--- src/rtl/cpu_run_ctrl.sv ---
// cpu_run_ctrl: sequences one run of an attached CPU.
// A start pulse holds the CPU in reset for RST_CYCLES cycles and then releases
// it. The run ends on a halt (nxtPC == pc for HALT_REPEAT consecutive cycles,
// alures captured into result) or when MAX_CYCLES RUN cycles elapse (timeout).
// Results hold in DONE until the next start.
//
// Ports:
//   clk, rst         clock, asynchronous active-low reset
//   start            single-cycle pulse that launches a run (IDLE/DONE only)
//   pc, nxtPC        CPU current / next PC, compared for halt detection
//   alures           CPU ALU result, captured at halt
//   cpu_rst          active-high reset to the CPU (low only in RUN)
//   done, timeout    run finished / finished by budget exhaustion
//   cycle_cnt        RUN cycles elapsed (saturating)
//   result           alures captured at halt
//   trace_idx        trace read index, 0 = newest entry
//   trace_pc         trace read data
//
// Optional feature: define CPU_RUN_CTRL_TRACE_EN for a 16-entry PC trace
// buffer; without it trace_pc reads 0 and no storage exists.
module cpu_run_ctrl #(
  parameter int unsigned RST_CYCLES  = 2,
  parameter int unsigned HALT_REPEAT = 3,
  parameter int unsigned MAX_CYCLES  = 100000
) (
  input  logic        clk,
  input  logic        rst,
  input  logic        start,
  input  logic [31:0] pc,
  input  logic [31:0] nxtPC,
  input  logic [31:0] alures,
  output logic        cpu_rst,
  output logic        done,
  output logic        timeout,
  output logic [31:0] cycle_cnt,
  output logic [31:0] result,
  input  logic [3:0]  trace_idx,
  output logic [31:0] trace_pc
);

  typedef enum logic [1:0] {S_IDLE, S_HOLD, S_RUN, S_DONE} state_t;

  state_t      state_q, state_d;
  logic [31:0] hold_q, hold_d;
  logic [31:0] rep_q, rep_d;
  logic [31:0] cnt_q, cnt_d;
  logic [31:0] result_q, result_d;
  logic        timeout_q, timeout_d;
  logic        trace_we, trace_clr;

  always_comb begin
    state_d   = state_q;
    hold_d    = hold_q;
    rep_d     = rep_q;
    cnt_d     = cnt_q;
    result_d  = result_q;
    timeout_d = timeout_q;
    trace_we  = 1'b0;
    trace_clr = 1'b0;
    case (state_q)
      S_IDLE, S_DONE: begin
        if (start) begin
          state_d   = S_HOLD;
          hold_d    = '0;
          rep_d     = '0;
          cnt_d     = '0;
          result_d  = '0;
          timeout_d = 1'b0;
          trace_clr = 1'b1;
        end
      end
      S_HOLD: begin
        if (hold_q + 32'd1 >= 32'(RST_CYCLES)) state_d = S_RUN;
        else                                  hold_d  = hold_q + 32'd1;
      end
      S_RUN: begin
        trace_we = 1'b1;
        cnt_d    = (cnt_q == '1) ? cnt_q : cnt_q + 32'd1;
        rep_d    = (nxtPC == pc) ? rep_q + 32'd1 : '0;
        // Halt is tested first so it wins a same-cycle tie with the budget.
        if (rep_d >= 32'(HALT_REPEAT)) begin
          state_d   = S_DONE;
          result_d  = alures;
          timeout_d = 1'b0;
        end else if (cnt_d >= 32'(MAX_CYCLES)) begin
          state_d   = S_DONE;
          timeout_d = 1'b1;
        end
      end
      default: state_d = S_IDLE;
    endcase
  end

  always_ff @(posedge clk or negedge rst) begin
    if (!rst) begin
      state_q   <= S_IDLE;
      hold_q    <= '0;
      rep_q     <= '0;
      cnt_q     <= '0;
      result_q  <= '0;
      timeout_q <= 1'b0;
    end else begin
      state_q   <= state_d;
      hold_q    <= hold_d;
      rep_q     <= rep_d;
      cnt_q     <= cnt_d;
      result_q  <= result_d;
      timeout_q <= timeout_d;
    end
  end

  assign cpu_rst   = (state_q != S_RUN);
  assign done      = (state_q == S_DONE);
  assign timeout   = timeout_q;
  assign cycle_cnt = cnt_q;
  assign result    = result_q;

`ifdef CPU_RUN_CTRL_TRACE_EN
  logic [31:0] trace_q [16];
  logic [31:0] trace_d [16];
  logic [3:0]  wptr_q, wptr_d;

  always_comb begin
    trace_d = trace_q;
    wptr_d  = wptr_q;
    if (trace_clr) begin
      for (int unsigned i = 0; i < 16; i++) trace_d[i] = '0;
      wptr_d = '0;
    end else if (trace_we) begin
      trace_d[wptr_q] = pc;
      wptr_d          = wptr_q + 4'd1;
    end
  end

  always_ff @(posedge clk or negedge rst) begin
    if (!rst) begin
      for (int unsigned i = 0; i < 16; i++) trace_q[i] <= '0;
      wptr_q <= '0;
    end else begin
      trace_q <= trace_d;
      wptr_q  <= wptr_d;
    end
  end

  // 4-bit arithmetic gives the modulo-16 wrap for free.
  assign trace_pc = trace_q[wptr_q - 4'd1 - trace_idx];
`else
  logic unused_trace;
  assign unused_trace = ^{trace_idx, trace_we, trace_clr};
  assign trace_pc     = '0;
`endif

endmodule

--- config.mk ---
export PLATFORM = sky130hd
export DESIGN_NAME = cpu_run_ctrl
export DESIGN_NICKNAME = d
export VERILOG_FILES = /design/src/rtl/cpu_run_ctrl.sv
export SDC_FILE = /design/constraint.sdc
export NUM_CORES = 1
export LEC_CHECK = 0
export CORE_MARGIN = 5
export CORE_UTILIZATION = 35
export CTS_CLUSTER_SIZE = 40
export DETAILED_ROUTE_END_ITERATION = 7
export MAX_ROUTING_LAYER = met4
export SYNTH_ARGS = -nofsm -noshare
export SYNTH_HDL_FRONTEND = slang
export SYNTH_SLANG_ARGS = --single-unit
export TNS_END_PERCENT = 20
--- constraint.sdc ---
create_clock -name clk -period 4 [get_ports clk]
set_input_delay 0.8 -clock clk [delete_from_list [all_inputs] [get_ports clk]]
set_output_delay 0.8 -clock clk [all_outputs]
set_load 0.05 [all_outputs]
==> summary.md <==
| Metric | Value |
|---|---|
| Reg area | 0.00328 sq mm |
| Hold Vio Cnt, Final | 0 |
| Final min period | 3.69 ns |
| Synth area leader | dfrtp_1 |
| Multi-input gate area | 0.00463 sq mm |
| Root Buffer | clkbuf_16 |
| Die height | 165 microns |
| Crit Path Max Fanout | 32 |
| Clk slew on worst S/H paths | 0.07 ns |
| Routed WL | 22.4 mm |
| Synth cell types | 71 |
| Post-CTS Setup Bufs | 0 |
| Rows | 56 |
| Initial drt markers | 524 |
| Actual transition at the worst max-transition pin | 0.837 ns |
| Die ar. | 0.0272 sq mm |
| Final worst path period share | 92.3% |
| Critical Path AT | 3.98 ns |
| Iteration count of the initial detailed-routing pass | 5 |
| Largest net degree at the start of global routing | 71 |
| CP startpoint kind | flip-flop |
| RSZ-0062 raised after global routing | no |
| Placed Area | 0.0103 sq mm |
| Vias in the first global route | 7,245 |
| WL per Instance | 15.4 microns |
| Slew headroom | 43.0% |
| MaxCap Viol Count | 0 |
| Final Cell Area | 0.0109 sq mm |
| Synth Warn # | 0 |
| Final Slew Violations | 0 |
| Register area share after synthesis | 39.0% |
| FF-to-FF setup slack | 0.31 ns |
| Clock tree sinks | 131 |
| Hold Path Class | in -> async |
| First-pass GRT wire length | 37.2 mm |
| Static leakage | 4.42 nW |
| Top-area cell type share of the netlist area | 39.0% |
| Total power | 4.67 mW |
| ANT cells | 0 |
| H-tree levels | 4 |
| Cts hold-fix bufs | 0 |
| Layout cell share with drive strength beyond 1 | 6.37% |
| Avg Vias per Cell | 5.21 |
| I/O Pins | 202 |
| Synth Register Bits | 131 |
| Area growth from synthesis to layout | 29.0% |
| RR Startpoint | rep_q[0]$_DFFE_PN0P_ |
| CP endpoint kind | flip-flop |
| Fillers | 2,333 |
| Post-synth top flop | dfrtp_1 |
| Crit Path Category | reg -> reg |
| CTS tree | done |
| Initial antenna violation count | 0 |
| Fmax | 0.271 GHz |
| GRT Total Usage | 17.3% |
| Cts repair resizes | 0 |
| Initial Utilization | 35.7% |
| Ys async rst share | 100% |
| Drt drc | 0 |
| Die W | 165 microns |
| Final global-route overflow total | 0 |
| Post-synthesis instance area | 0.00841 sq mm |
| Synth Instances | 971 |
| Clk_skew | 0.0128 ns |
| Worst EP required | 4.29 ns |
| Mean Syn Cell Area | 8.66 sq um |
| Setup violators final | 0 |
| Clk buf depth | 2 |
| Setup_tns | 0 ns |
| Port-buffer cells | 165 |
| Min Hold Slack | 0.370 ns |
| RR Endpoint | result[27]$_DFFE_PN0P_ |
| Worst r2r path cells | 11 |
| Clock latency at the later pin of the worst-skew pair | 0.43 ns |
| Post-DP HPWL | 16.0 mm |
| Peak VDD IR | 0.000332 V |
| Post-synth EDFFs | 0 |
| Cell Pwr Density | 430 mW/mm^2 |
| Final #Nets | 1,229 |
| Final ANT Viol Nets | 0 |
| Core Region | 0.0235 sq mm |
| Total CTS buffers | 17 |
| Status | finished, final reports clean |
| Via count | 7,550 |
| Top cells by area, synth | dfrtp_1, xnor2_1, o21ai_0, mux2i_1, nand2_1 |
| Synth cell count leaders | dfrtp_1, o21ai_0, nand2_1 |
| Top-count cell post-synth | dfrtp_1 |
| Final Wtd Congestion | 0.842 |
## registers in the layout (all words and copies together) (netlist names)
name       cells
result        32
hold_q        32
state_q        2
cycle_cnt     32
rep_q         32
timeout        1
## worst max-delay path: stages, from the launching register on
cell and delay (ns):
dfrtp_1 0.46, ha_1 0.30, nand3_1 0.17, or3_1 0.49, nor2_1 0.38, and3_1 0.29
xnor2_1 0.14, nand4_1 0.16, o41ai_4 0.61, nor2_4 0.03, buf_4 0.32, mux2i_1 0.18
## final cells by class
type,instances,share of cell area (%)
multi-input combinational,743,42.6
sequential,131,30.2
timing repair buffer,184,16.7
clock buffer,17,3.92
tap,319,3.68
clock inverter,15,1.46
inverter,41,1.42
## metrics by stage
stage	setup slack (ns)	util [%]	instances
6_report	0.307	46.1	1450
3_5_place_dp	0.326	43.6	1418
2_1_floorplan	0.599	-	1002
4_1_cts	0.317	46.1	1450
5_1_grt	0.0324	46.1	1450
3_3_place_gp	0.367	43.6	1418
## worst max-delay path by stage
stage / end / depth (start not counted) / from
after floorplan: state_q[0]$_DFFE_PN0P_ / 11 / cycle_cnt[1]$_DFFE_PN0P_
after global placement: result[2]$_DFFE_PN0P_ / 11 / rep_q[0]$_DFFE_PN0P_
after detailed placement: result[15]$_DFFE_PN0P_ / 11 / rep_q[0]$_DFFE_PN0P_
after CTS: result[2]$_DFFE_PN0P_ / 11 / rep_q[0]$_DFFE_PN0P_
final: result[27]$_DFFE_PN0P_ / 11 / rep_q[0]$_DFFE_PN0P_
after global routing: result[3]$_DFFE_PN0P_ / 11 / rep_q[0]$_DFFE_PN0P_
## routing by layer
layer	vias to the layer above	track usage [%]	share of wire [%]
met5	-	-	0
met4	0	5.22	2.0
met3	29	3.44	4.5
met2	196	26.6	47
met1	3598	23.1	46
li1	3727	-	-
## logic make-up (layout without fill, tap and decap cells)
family,count (synthesis),after routing,share of synthesized area [%]
muxes,41,41,4.95
DFF,131,131,39.0
xor gates and xnor gates,62,62,6.45
buffers and inverters,128,257,7.69
adders and majority gates,8,8,1.19
other,1,32,0.0446
and+or+nand+nor,393,393,25.0
AOI/OAI and AO/OA,207,207,15.7
## layout by cell type (no fill, tap or decap), drive strengths merged, types with 5 or more instances in the layout
cell type,instances
nand2,89
buf,20
nor4,18
nor2,66
nand4,47
a21oi,19
and4,11
a211oi,5
o31ai,30
mux2,5
clkdlybuf4s50,164
conb,32
xnor2,52
dfrtp,131
a31oi,16
clkinv,5
or3,8
o41ai,6
clkbuf,17
nor2b,10
and3,22
xor2,10
a21o,6
mux2i,36
nand3,47
o21ai,93
nor3,20
ha,8
inv,50
nand2b,5
and2,39
## power by group
| group | internal, mW | switching, mW | leakage, nW | total [mW] |
|---|---|---|---|---|
| Combinational | 0.573 | 1.07 | 2.32 | 1.64 |
| Sequential | 1.41 | 0.0560 | 1.81 | 1.46 |
| Clock | 0.884 | 0.677 | 0.291 | 1.56 |
No activity file was read; power rests on OpenSTA's default activity.
